## config.mk

```make
export PLATFORM = sky130hd
export DESIGN_NAME = uart_axi_bridge_flat
export DESIGN_NICKNAME = d
export VERILOG_FILES = /design/src/rtl/uart_axi_bridge_if.sv /design/src/rtl/uart_axi_bridge.sv /design/src/flat_wrapper.sv
export SDC_FILE = /design/constraint.sdc
export NUM_CORES = 1
export LEC_CHECK = 0
export CORE_MARGIN = 2
export CORE_UTILIZATION = 42
export DETAILED_ROUTE_END_ITERATION = 16
export MAX_ROUTING_LAYER = met4
export PLACE_DENSITY = 0.85
export SLEW_MARGIN = 30
export SYNTH_ARGS = -nofsm -noshare
export SYNTH_HDL_FRONTEND = slang
export SYNTH_SLANG_ARGS = --single-unit
```

## constraint.sdc

```tcl
create_clock -name clk -period 3.2 [get_ports clk]
set_clock_uncertainty 0.1 [all_clocks]
set_input_delay 0.48 -clock clk [delete_from_list [all_inputs] [get_ports clk]]
set_output_delay 0.48 -clock clk [all_outputs]
set_load 0.02 [all_outputs]
```

## src/rtl/uart_axi_bridge_if.sv

```systemverilog
// rtl/uart_axi_bridge_if.sv - AXI4-lite bus between the byte bridge and the UART Lite slave
//
// Ports (signals): AR  araddr[3:0] arvalid arready
//                  R   rdata[31:0] rresp[1:0] rvalid rready
//                  AW  awaddr[3:0] awvalid awready
//                  W   wdata[31:0] wstrb[3:0] wvalid wready
//                  B   bresp[1:0] bvalid bready
// master = bridge side, slave = UART side.
interface uart_axi_bridge_if;
    logic [3:0]  araddr;
    logic        arvalid;
    logic        arready;
    logic [31:0] rdata;
    logic [1:0]  rresp;
    logic        rvalid;
    logic        rready;
    logic [3:0]  awaddr;
    logic        awvalid;
    logic        awready;
    logic [31:0] wdata;
    logic [3:0]  wstrb;
    logic        wvalid;
    logic        wready;
    logic [1:0]  bresp;
    logic        bvalid;
    logic        bready;

    modport master (
        output araddr, arvalid, rready, awaddr, awvalid, wdata, wstrb, wvalid, bready,
        input  arready, rdata, rresp, rvalid, awready, wready, bresp, bvalid
    );

    modport slave (
        input  araddr, arvalid, rready, awaddr, awvalid, wdata, wstrb, wvalid, bready,
        output arready, rdata, rresp, rvalid, awready, wready, bresp, bvalid
    );
endinterface

```

## src/rtl/uart_axi_bridge.sv

```systemverilog
// rtl/uart_axi_bridge.sv - byte-stream front end polling an AXI4-lite UART Lite
//
// Ports: clk, rstn (async active-low)
//        tx_data[7:0], tx_valid, tx_ready   core -> UART byte slot
//        rx_data[7:0], rx_valid, rx_ready   UART -> core byte slot
//        err                                sticky AXI error flag
//        uart_axi                           AXI4-lite master port (uart_axi_bridge_if.master)
module uart_axi_bridge #(
    parameter int         POLL_GAP  = 4,
    parameter logic [3:0] ADDR_RX   = 4'h0,
    parameter logic [3:0] ADDR_TX   = 4'h4,
    parameter logic [3:0] ADDR_STAT = 4'h8
) (
    input  logic              clk,
    input  logic              rstn,
    input  logic [7:0]        tx_data,
    input  logic              tx_valid,
    output logic              tx_ready,
    output logic [7:0]        rx_data,
    output logic              rx_valid,
    input  logic              rx_ready,
    output logic              err,
    uart_axi_bridge_if.master uart_axi
);
    localparam int CW = (POLL_GAP > 0) ? $clog2(POLL_GAP + 1) : 1;

    typedef enum logic [2:0] {IDLE, ST_AR, ST_R, RX_AR, RX_R, TX_AW, TX_B} state_t;

    state_t        state;
    logic [CW-1:0] cnt;
    logic          prio;
    logic          tx_full;
    logic [7:0]    tx_buf;

    logic cand_tx;
    logic cand_rx;
    logic pick_tx;
    logic aw_clear;
    logic w_clear;

    // Decision terms evaluated against the STAT word on the R beat.
    always_comb begin
        cand_tx  = tx_full && !uart_axi.rdata[3];
        cand_rx  = !rx_valid && uart_axi.rdata[0];
        pick_tx  = cand_tx && (!cand_rx || !prio);
        // A channel counts as done if it already handshook or does so now.
        aw_clear = !uart_axi.awvalid || uart_axi.awready;
        w_clear  = !uart_axi.wvalid || uart_axi.wready;
    end

    assign tx_ready = !tx_full;

    always_ff @(posedge clk or negedge rstn) begin
        if (!rstn) begin
            state            <= IDLE;
            cnt              <= '0;
            prio             <= 1'b0;
            tx_full          <= 1'b0;
            tx_buf           <= 8'h00;
            rx_valid         <= 1'b0;
            rx_data          <= 8'h00;
            err              <= 1'b0;
            uart_axi.araddr  <= 4'h0;
            uart_axi.arvalid <= 1'b0;
            uart_axi.rready  <= 1'b0;
            uart_axi.awaddr  <= 4'h0;
            uart_axi.awvalid <= 1'b0;
            uart_axi.wdata   <= 32'h0;
            uart_axi.wstrb   <= 4'h0;
            uart_axi.wvalid  <= 1'b0;
            uart_axi.bready  <= 1'b0;
        end else begin
            // Core-side slot handshakes run independently of the bus FSM.
            if (tx_valid && !tx_full) begin
                tx_full <= 1'b1;
                tx_buf  <= tx_data;
            end
            if (rx_valid && rx_ready) begin
                rx_valid <= 1'b0;
            end

            unique case (state)
                IDLE: begin
                    if (cnt == '0) begin
                        // Poll only when there is work a STAT read could unlock.
                        if (tx_full || !rx_valid) begin
                            state            <= ST_AR;
                            uart_axi.araddr  <= ADDR_STAT;
                            uart_axi.arvalid <= 1'b1;
                        end
                    end else begin
                        cnt <= cnt - CW'(1);
                    end
                end

                ST_AR, RX_AR: begin
                    if (uart_axi.arready) begin
                        uart_axi.arvalid <= 1'b0;
                        uart_axi.rready  <= 1'b1;
                        state            <= (state == ST_AR) ? ST_R : RX_R;
                    end
                end

                ST_R: begin
                    if (uart_axi.rvalid) begin
                        uart_axi.rready <= 1'b0;
                        if (uart_axi.rresp != 2'b00) err <= 1'b1;
                        if (pick_tx) begin
                            state            <= TX_AW;
                            uart_axi.awaddr  <= ADDR_TX;
                            uart_axi.awvalid <= 1'b1;
                            uart_axi.wdata   <= {24'h0, tx_buf};
                            uart_axi.wstrb   <= 4'b0001;
                            uart_axi.wvalid  <= 1'b1;
                        end else if (cand_rx) begin
                            state            <= RX_AR;
                            uart_axi.araddr  <= ADDR_RX;
                            uart_axi.arvalid <= 1'b1;
                        end else begin
                            state <= IDLE;
                            cnt   <= CW'(POLL_GAP);
                        end
                    end
                end

                RX_R: begin
                    if (uart_axi.rvalid) begin
                        uart_axi.rready <= 1'b0;
                        if (uart_axi.rresp != 2'b00) err <= 1'b1;
                        // The byte is delivered even on an error response.
                        rx_data  <= uart_axi.rdata[7:0];
                        rx_valid <= 1'b1;
                        prio     <= ~prio;
                        state    <= IDLE;
                        cnt      <= '0;
                    end
                end

                TX_AW: begin
                    if (uart_axi.awready) uart_axi.awvalid <= 1'b0;
                    if (uart_axi.wready)  uart_axi.wvalid  <= 1'b0;
                    if (aw_clear && w_clear) begin
                        state           <= TX_B;
                        uart_axi.bready <= 1'b1;
                    end
                end

                TX_B: begin
                    if (uart_axi.bvalid) begin
                        uart_axi.bready <= 1'b0;
                        if (uart_axi.bresp != 2'b00) err <= 1'b1;
                        tx_full <= 1'b0;
                        prio    <= ~prio;
                        state   <= IDLE;
                        cnt     <= '0;
                    end
                end

                default: state <= IDLE;
            endcase
        end
    end
endmodule

```

## src/flat_wrapper.sv

```systemverilog
// flat-port wrapper written by rule: the top's interface ports become plain ports
module uart_axi_bridge_flat 
#(
    parameter int         POLL_GAP  = 4,
    parameter logic [3:0] ADDR_RX   = 4'h0,
    parameter logic [3:0] ADDR_TX   = 4'h4,
    parameter logic [3:0] ADDR_STAT = 4'h8
)
  (clk, rstn, tx_data, tx_valid, tx_ready, rx_data, rx_valid, rx_ready, err, uart_axi_araddr, uart_axi_arvalid, uart_axi_rready, uart_axi_awaddr, uart_axi_awvalid, uart_axi_wdata, uart_axi_wstrb, uart_axi_wvalid, uart_axi_bready, uart_axi_arready, uart_axi_rdata, uart_axi_rresp, uart_axi_rvalid, uart_axi_awready, uart_axi_wready, uart_axi_bresp, uart_axi_bvalid);
  uart_axi_bridge_if uart_axi_i ();
  input  logic clk;
  input  logic rstn;
  input  logic [7:0] tx_data;
  input  logic tx_valid;
  output logic tx_ready;
  output logic [7:0] rx_data;
  output logic rx_valid;
  input  logic rx_ready;
  output logic err;
  output wire logic [$bits(uart_axi_i.araddr)-1:0] uart_axi_araddr;
  output wire logic [$bits(uart_axi_i.arvalid)-1:0] uart_axi_arvalid;
  output wire logic [$bits(uart_axi_i.rready)-1:0] uart_axi_rready;
  output wire logic [$bits(uart_axi_i.awaddr)-1:0] uart_axi_awaddr;
  output wire logic [$bits(uart_axi_i.awvalid)-1:0] uart_axi_awvalid;
  output wire logic [$bits(uart_axi_i.wdata)-1:0] uart_axi_wdata;
  output wire logic [$bits(uart_axi_i.wstrb)-1:0] uart_axi_wstrb;
  output wire logic [$bits(uart_axi_i.wvalid)-1:0] uart_axi_wvalid;
  output wire logic [$bits(uart_axi_i.bready)-1:0] uart_axi_bready;
  input wire logic [$bits(uart_axi_i.arready)-1:0] uart_axi_arready;
  input wire logic [$bits(uart_axi_i.rdata)-1:0] uart_axi_rdata;
  input wire logic [$bits(uart_axi_i.rresp)-1:0] uart_axi_rresp;
  input wire logic [$bits(uart_axi_i.rvalid)-1:0] uart_axi_rvalid;
  input wire logic [$bits(uart_axi_i.awready)-1:0] uart_axi_awready;
  input wire logic [$bits(uart_axi_i.wready)-1:0] uart_axi_wready;
  input wire logic [$bits(uart_axi_i.bresp)-1:0] uart_axi_bresp;
  input wire logic [$bits(uart_axi_i.bvalid)-1:0] uart_axi_bvalid;
  assign uart_axi_araddr = uart_axi_i.araddr;
  assign uart_axi_arvalid = uart_axi_i.arvalid;
  assign uart_axi_rready = uart_axi_i.rready;
  assign uart_axi_awaddr = uart_axi_i.awaddr;
  assign uart_axi_awvalid = uart_axi_i.awvalid;
  assign uart_axi_wdata = uart_axi_i.wdata;
  assign uart_axi_wstrb = uart_axi_i.wstrb;
  assign uart_axi_wvalid = uart_axi_i.wvalid;
  assign uart_axi_bready = uart_axi_i.bready;
  assign uart_axi_i.arready = uart_axi_arready;
  assign uart_axi_i.rdata = uart_axi_rdata;
  assign uart_axi_i.rresp = uart_axi_rresp;
  assign uart_axi_i.rvalid = uart_axi_rvalid;
  assign uart_axi_i.awready = uart_axi_awready;
  assign uart_axi_i.wready = uart_axi_wready;
  assign uart_axi_i.bresp = uart_axi_bresp;
  assign uart_axi_i.bvalid = uart_axi_bvalid;
  uart_axi_bridge #(.POLL_GAP(POLL_GAP), .ADDR_RX(ADDR_RX), .ADDR_TX(ADDR_TX), .ADDR_STAT(ADDR_STAT)) u_core (.clk(clk), .rstn(rstn), .tx_data(tx_data), .tx_valid(tx_valid), .tx_ready(tx_ready), .rx_data(rx_data), .rx_valid(rx_valid), .rx_ready(rx_ready), .err(err), .uart_axi(uart_axi_i));
endmodule
```

**After elaboration in Yosys (flattened, before gate mapping)**

Cells that the tools add are included.

- Bits in latches: 0
- Register bits: 44
- Logic and storage cells: 139
- Bits in writable memories: 0
- Bits in read-only memories: 0
- Memories kept: 0
- Output and inout bits: 60

- Reduce and logical (&&, ||, !) cells: 43
- Div/mod/pow operators: 0
- Multiplexer cells: 55
- Bitwise gates (word level): 1
- $lt $le $gt $ge: 0
- Shift-type cells: 0
- Add/subtract/negate cells: 1
- Multipliers: 0
- Eq/ne operators: 23

Operators by type and width:

| cell | number |
|---|---|
| $mux W3 | 13 |
| $mux W1 | 26 |
| $reduce_and A7 Y1 | 3 |
| $mux W4 | 5 |
| $ne A2 B2 Y1 const B | 9 |
| $pmux W3 S6 | 1 |
| $ne A2 B1 Y1 const B | 8 |
| $reduce_bool A2 Y1 | 8 |
| $pmux W1 S2 | 6 |
| $pmux W3 S4 | 1 |
| $reduce_and A3 Y1 | 4 |
| $eq A3 B3 Y1 const B | 3 |
| $pmux W4 S2 | 1 |
| $reduce_and A4 Y1 | 2 |
| $logic_not A1 Y1 | 7 |
| $eq A3 B2 Y1 const B | 2 |
| $logic_and A1 B1 Y1 | 6 |
| $logic_not A3 Y1 | 2 |
| $reduce_and A6 Y1 | 1 |
| $reduce_and A5 Y1 | 1 |
| $logic_or A1 B1 Y1 | 4 |
| $reduce_bool A4 Y1 | 1 |
| $reduce_or A2 Y1 | 2 |
| $eq A3 B1 Y1 const B | 1 |
| other kinds (6) | 6 |

**Longest topological paths before layout**

- Depth in word-level cells: 8
- Gate-level depth with buffers: 6
- Gate-level depth less buffers: 6

**Worst setup path before layout**

Ideal clock, no wire load.

- Path kind: input to register
- Start point: input uart_axi_rdata[0]
- End point: register u_core.cnt[0]
- Cell stages on the path: 4
- Arrival: 1.397 ns
- Slack: 1.576 ns
- Data required time: 2.973 ns
- Setup time: 0.127 ns
- Cell sequence: nor2b_1 -> nor3b_1 -> o31a_2 -> mux2_1

- Longest elaborated chain between the ends: 6
- Elaborated cells between the ends (all ways): 7

Ends and longest elaborated chain:

| element | line | RTL |
|---|---|---|
| start: declaration | flat_wrapper.sv:30 | `input wire logic [$bits(uart_axi_i.rdata)-1:0] uart_axi_rdata;` |
| $logic_and A1 B1 Y1 * | uart_axi_bridge.sv:44 | `cand_rx = !rx_valid && uart_axi.rdata[0];` |
| $logic_not A1 Y1 | uart_axi_bridge.sv:45 | `pick_tx = cand_tx && (!cand_rx \|\| !prio);` |
| $logic_or A1 B1 Y1 | uart_axi_bridge.sv:45 |  |
| $logic_and A1 B1 Y1 | uart_axi_bridge.sv:45 |  |
| $ne A2 B2 Y1 (no source line) | n/a |  |
| $reduce_and A7 Y1 (no source line) * | n/a |  |
| end signal: assignment | uart_axi_bridge.sv:92 | `cnt <= cnt - CW'(1);` |
| end signal: assignment | uart_axi_bridge.sv:121 | `cnt <= CW'(POLL_GAP);` |
| end: declaration | uart_axi_bridge.sv:30 | `logic [CW-1:0] cnt;` |

Mark *: on every way between the ends. The rest lies on a longest branch, timed or not.
A chain may end at the register's enable or synchronous reset.

**Final worst setup path**

- Start point: register u_core.state[2]
- End point: register u_core.cnt[1]

- Longest elaborated chain between the ends: 3
- Elaborated cells between the ends (all ways): 13

Ends and longest elaborated chain:

| element | line | RTL |
|---|---|---|
| start: declaration | uart_axi_bridge.sv:29 | `state_t state;` |
| start signal: assignment | uart_axi_bridge.sv:100 | `state <= (state == ST_AR) ? ST_R : RX_R;` |
| $eq A3 B2 Y1 (tied with other cells) | uart_axi_bridge.sv:82 | `unique case (state)` |
| $ne A2 B2 Y1 (no source line) or $reduce_bool A4 Y1 (tied branches) | n/a |  |
| $reduce_and A7 Y1 (no source line) | n/a |  |

Parallel ways exist; a longest one is shown, timed or not.

==> impl_metrics.env <==
export IMPL_tritoncts="built"
export IMPL_dp_cells=305
export IMPL_cp_top_family="flip-flops"
export IMPL_synth_area_leaders="dfrtp_1 48%, mux2_2 14%, buf_4 12%, nand2_1 2.3%, o21ai_0 2.1%"
export IMPL_finalInstanceArea_um2=2740
export IMPL_critPathRequiredTime_ns=3.28
export IMPL_power_leakage_nw=1.20
export IMPL_clk_pin_slew_ns=0.08
export IMPL_synthCells=193
export IMPL_ys_ff_latch=41
export IMPL_drc=0
export IMPL_avgSynthCellArea_um2=11.1
export IMPL_die_h_um=75.4
export IMPL_rsz0062_at_grt="false"
export IMPL_area_growth_synth_to_final_pct=27.7
export IMPL_finalCritPeriodShare=0.675
export IMPL_grt_pass1_wl_um=6570
export IMPL_antenna_left=0
export IMPL_status="completed"
export IMPL_arrival_ns=2.23
export IMPL_netlist_area_um2=2140
export IMPL_fin_cells=313
export IMPL_cellPowerDensity_nw_per_um2=929
export IMPL_fmax_mhz=463
export IMPL_gp_congestion=0.831
export IMPL_post_dp_hpwl_um=2950
export IMPL_numCtsBuffers=5
export IMPL_row_count=25
export IMPL_finalSetupTns_ns=0
export IMPL_grt_ovfl_total=0
export IMPL_path_class="reg -> reg"
export IMPL_core_area_um2=4820
export IMPL_cp_start_kind="flip-flop"
export IMPL_vias_per_cell=4.72
export IMPL_grt_pass1_vias=1497
export IMPL_cp_max_fo=22
export IMPL_cts_sink_count=41
export IMPL_synth_top_area_cell="dfrtp_1"
export IMPL_setup_violations=0
export IMPL_max_slew_margin_rel=0.478
export IMPL_max_stage_delay_ns=0.73
export IMPL_crit_chain="nand2_1 > a311oi_2 > o31a_2 > mux2_1"
export IMPL_initial_core_util=0.445
export IMPL_tightest_slew_ns=0.782
export IMPL_die_w_um=75.4
export IMPL_max_cap_viol_count=0
export IMPL_antenna_found_initial=0
export IMPL_wl_um=3990
export IMPL_placed_cell_area_um2=2600
export IMPL_num_vias=1476
export IMPL_critical_path_buf_inv_count=0
export IMPL_finish_net_count=300
export IMPL_peakVddDrop_mv=0.500
export IMPL_first_iter_violations=64
export IMPL_drv_slew=0
export IMPL_antenna_cells=0
export IMPL_drtPass1Iterations=4
export IMPL_worst_setup_path_end_kind="flip-flop"
export IMPL_cts_setup_buffers=0
export IMPL_drive_above_1_share=0.171
export IMPL_hold_buffers=0
export IMPL_clk_path_buf_depth=2
export IMPL_min_path_type="in -> async"
export IMPL_period_needed_ns=2.16
export IMPL_crit_slowest_cell="dfrtp_1"
export IMPL_clock_latency_ns=0.29
export IMPL_grtUsageTotal=0.157
export IMPL_io_buffers=55
export IMPL_ctsResizeCount=0
export IMPL_yosys_area_top_type_share=0.479
export IMPL_synth_warnings=0
export IMPL_ios=113
export IMPL_die_area_um2=5690
export IMPL_seq_area_frac_synth=0.479
export IMPL_grt_max_degree=42
export IMPL_cts_root_buf="clkbuf_8"
export IMPL_synth_cell_type_count=40
export IMPL_hold_viol_final=0
export IMPL_htreeDepth=2
export IMPL_reg2reg_slack_ns=1.04
export IMPL_wire_per_inst_um=12.8
-- Yosys cell counts, drive strengths merged --
cell type and n:
dfrtp 41, buf 40, mux2 29, nand2 13
o21ai 10, inv 7, nor2 7, nand2b 5
a21oi 4, nor2b 4, nor3b 3, a211oi 2
a22oi 2, clkbuf 2, ha 2, o22a 2
o22ai 2, or3b 2, a21bo 1, a21o 1
a221oi 1, a311oi 1, a31oi 1, and2b 1
and4bb 1, conb 1, nand3 1, nor3 1
o21a 1, o21bai 1, o311ai 1, o31a 1
xnor2 1, xor2 1
-- layout make-up --
| class | instances | area [um^2] |
|---|---|---|
| clock inverters | 3 | 68.8 |
| inverters | 7 | 26.3 |
| well taps | 67 | 83.8 |
| clock buffers | 5 | 68.8 |
| fillers | 418 | 2080 |
| multi-input cells | 135 | 916 |
| repair buffers | 55 | 548 |
| flip-flops and latches | 41 | 1030 |
-- per-stage QoR --
step / hold slack, ns / setup slack [ns] / util / power [mW]
floorplan: 0.0844 / 1.58 / - / 1.66
detailed placement: 0.353 / 0.799 / 0.539 / 2.06
global placement: 0.343 / 0.823 / 0.539 / 2.01
finish: 0.0564 / 1.04 / 0.568 / 2.54
global route: 0.0984 / 0.897 / 0.568 / 2.71
CTS: 0.247 / 1.07 / 0.568 / 2.57
-- layer usage --
layer | wire, um | GRT usage | vias to the layer above | share of wire
met2 | 1980 | 0.264 | 74 | 0.50
met4 | 40 | 0.0526 | 0 | 0.010
met1 | 1670 | 0.184 | 700 | 0.42
met3 | 300 | 0.0384 | 6 | 0.075
li1 | - | - | 696 | -
met5 | 0 | - | - | 0
-- report_power, final --
part	leakage, nW	internal, mW	switching (mW)
combinational	0.646	0.589	0.512
sequential	0.487	0.750	0.194
clock	0.0687	0.314	0.184
total	1.20	1.65	0.890
-- registers in the layout, summed over array words and instances (netlist names), 3 cells and up --
register               flops
u_core.uart_axi.wdata      8
u_core.state               3
u_core.cnt                 3
u_core.rx_data             8
u_core.tx_buf              8
-- final timing paths --
path,endpoint,cells after the start,start
worst min-delay path,u_core.rx_data[2],1,rstn
worst max-delay path,u_core.cnt[1],4,u_core.state[2]
max in group asynchronous,u_core.uart_axi.awvalid,1,rstn
worst min register to register,u_core.err,1,u_core.err
worst max register to register,u_core.cnt[1],4,u_core.state[2]
min in group clk,u_core.err,1,u_core.err
-- layout by cell type, fill, tap and decap left out, drive strengths merged, types with 2 or more instances in the layout --
cell,n
or3b,2
o22ai,2
clkdlybuf4s50,54
nor2b,4
mux2,29
o21ai,10
a22oi,2
nand2b,5
ha,2
bufinv,2
clkbuf,5
a211oi,2
o22a,2
inv,8
nand2,13
dfrtp,41
conb,33
nor2,7
nor3b,3
a21oi,4
-- cell families (layout without fill, tap and decap cells) --
| logic type | after synthesis | count (layout) | synth area share |
|---|---|---|---|
| buffers and inverters | 49 | 70 | 0.150 |
| AO/OA/AOI/OAI | 31 | 31 | 0.0987 |
| flip-flops | 41 | 41 | 0.479 |
| XOR/XNOR | 2 | 2 | 0.00817 |
| adder cells (fa/ha/maj) | 2 | 2 | 0.0117 |
| multiplexers | 29 | 29 | 0.152 |
| other | 1 | 33 | 0.00175 |
| AND/OR/NAND/NOR | 38 | 38 | 0.0987 |
No activity file was read; power rests on OpenSTA's default activity.
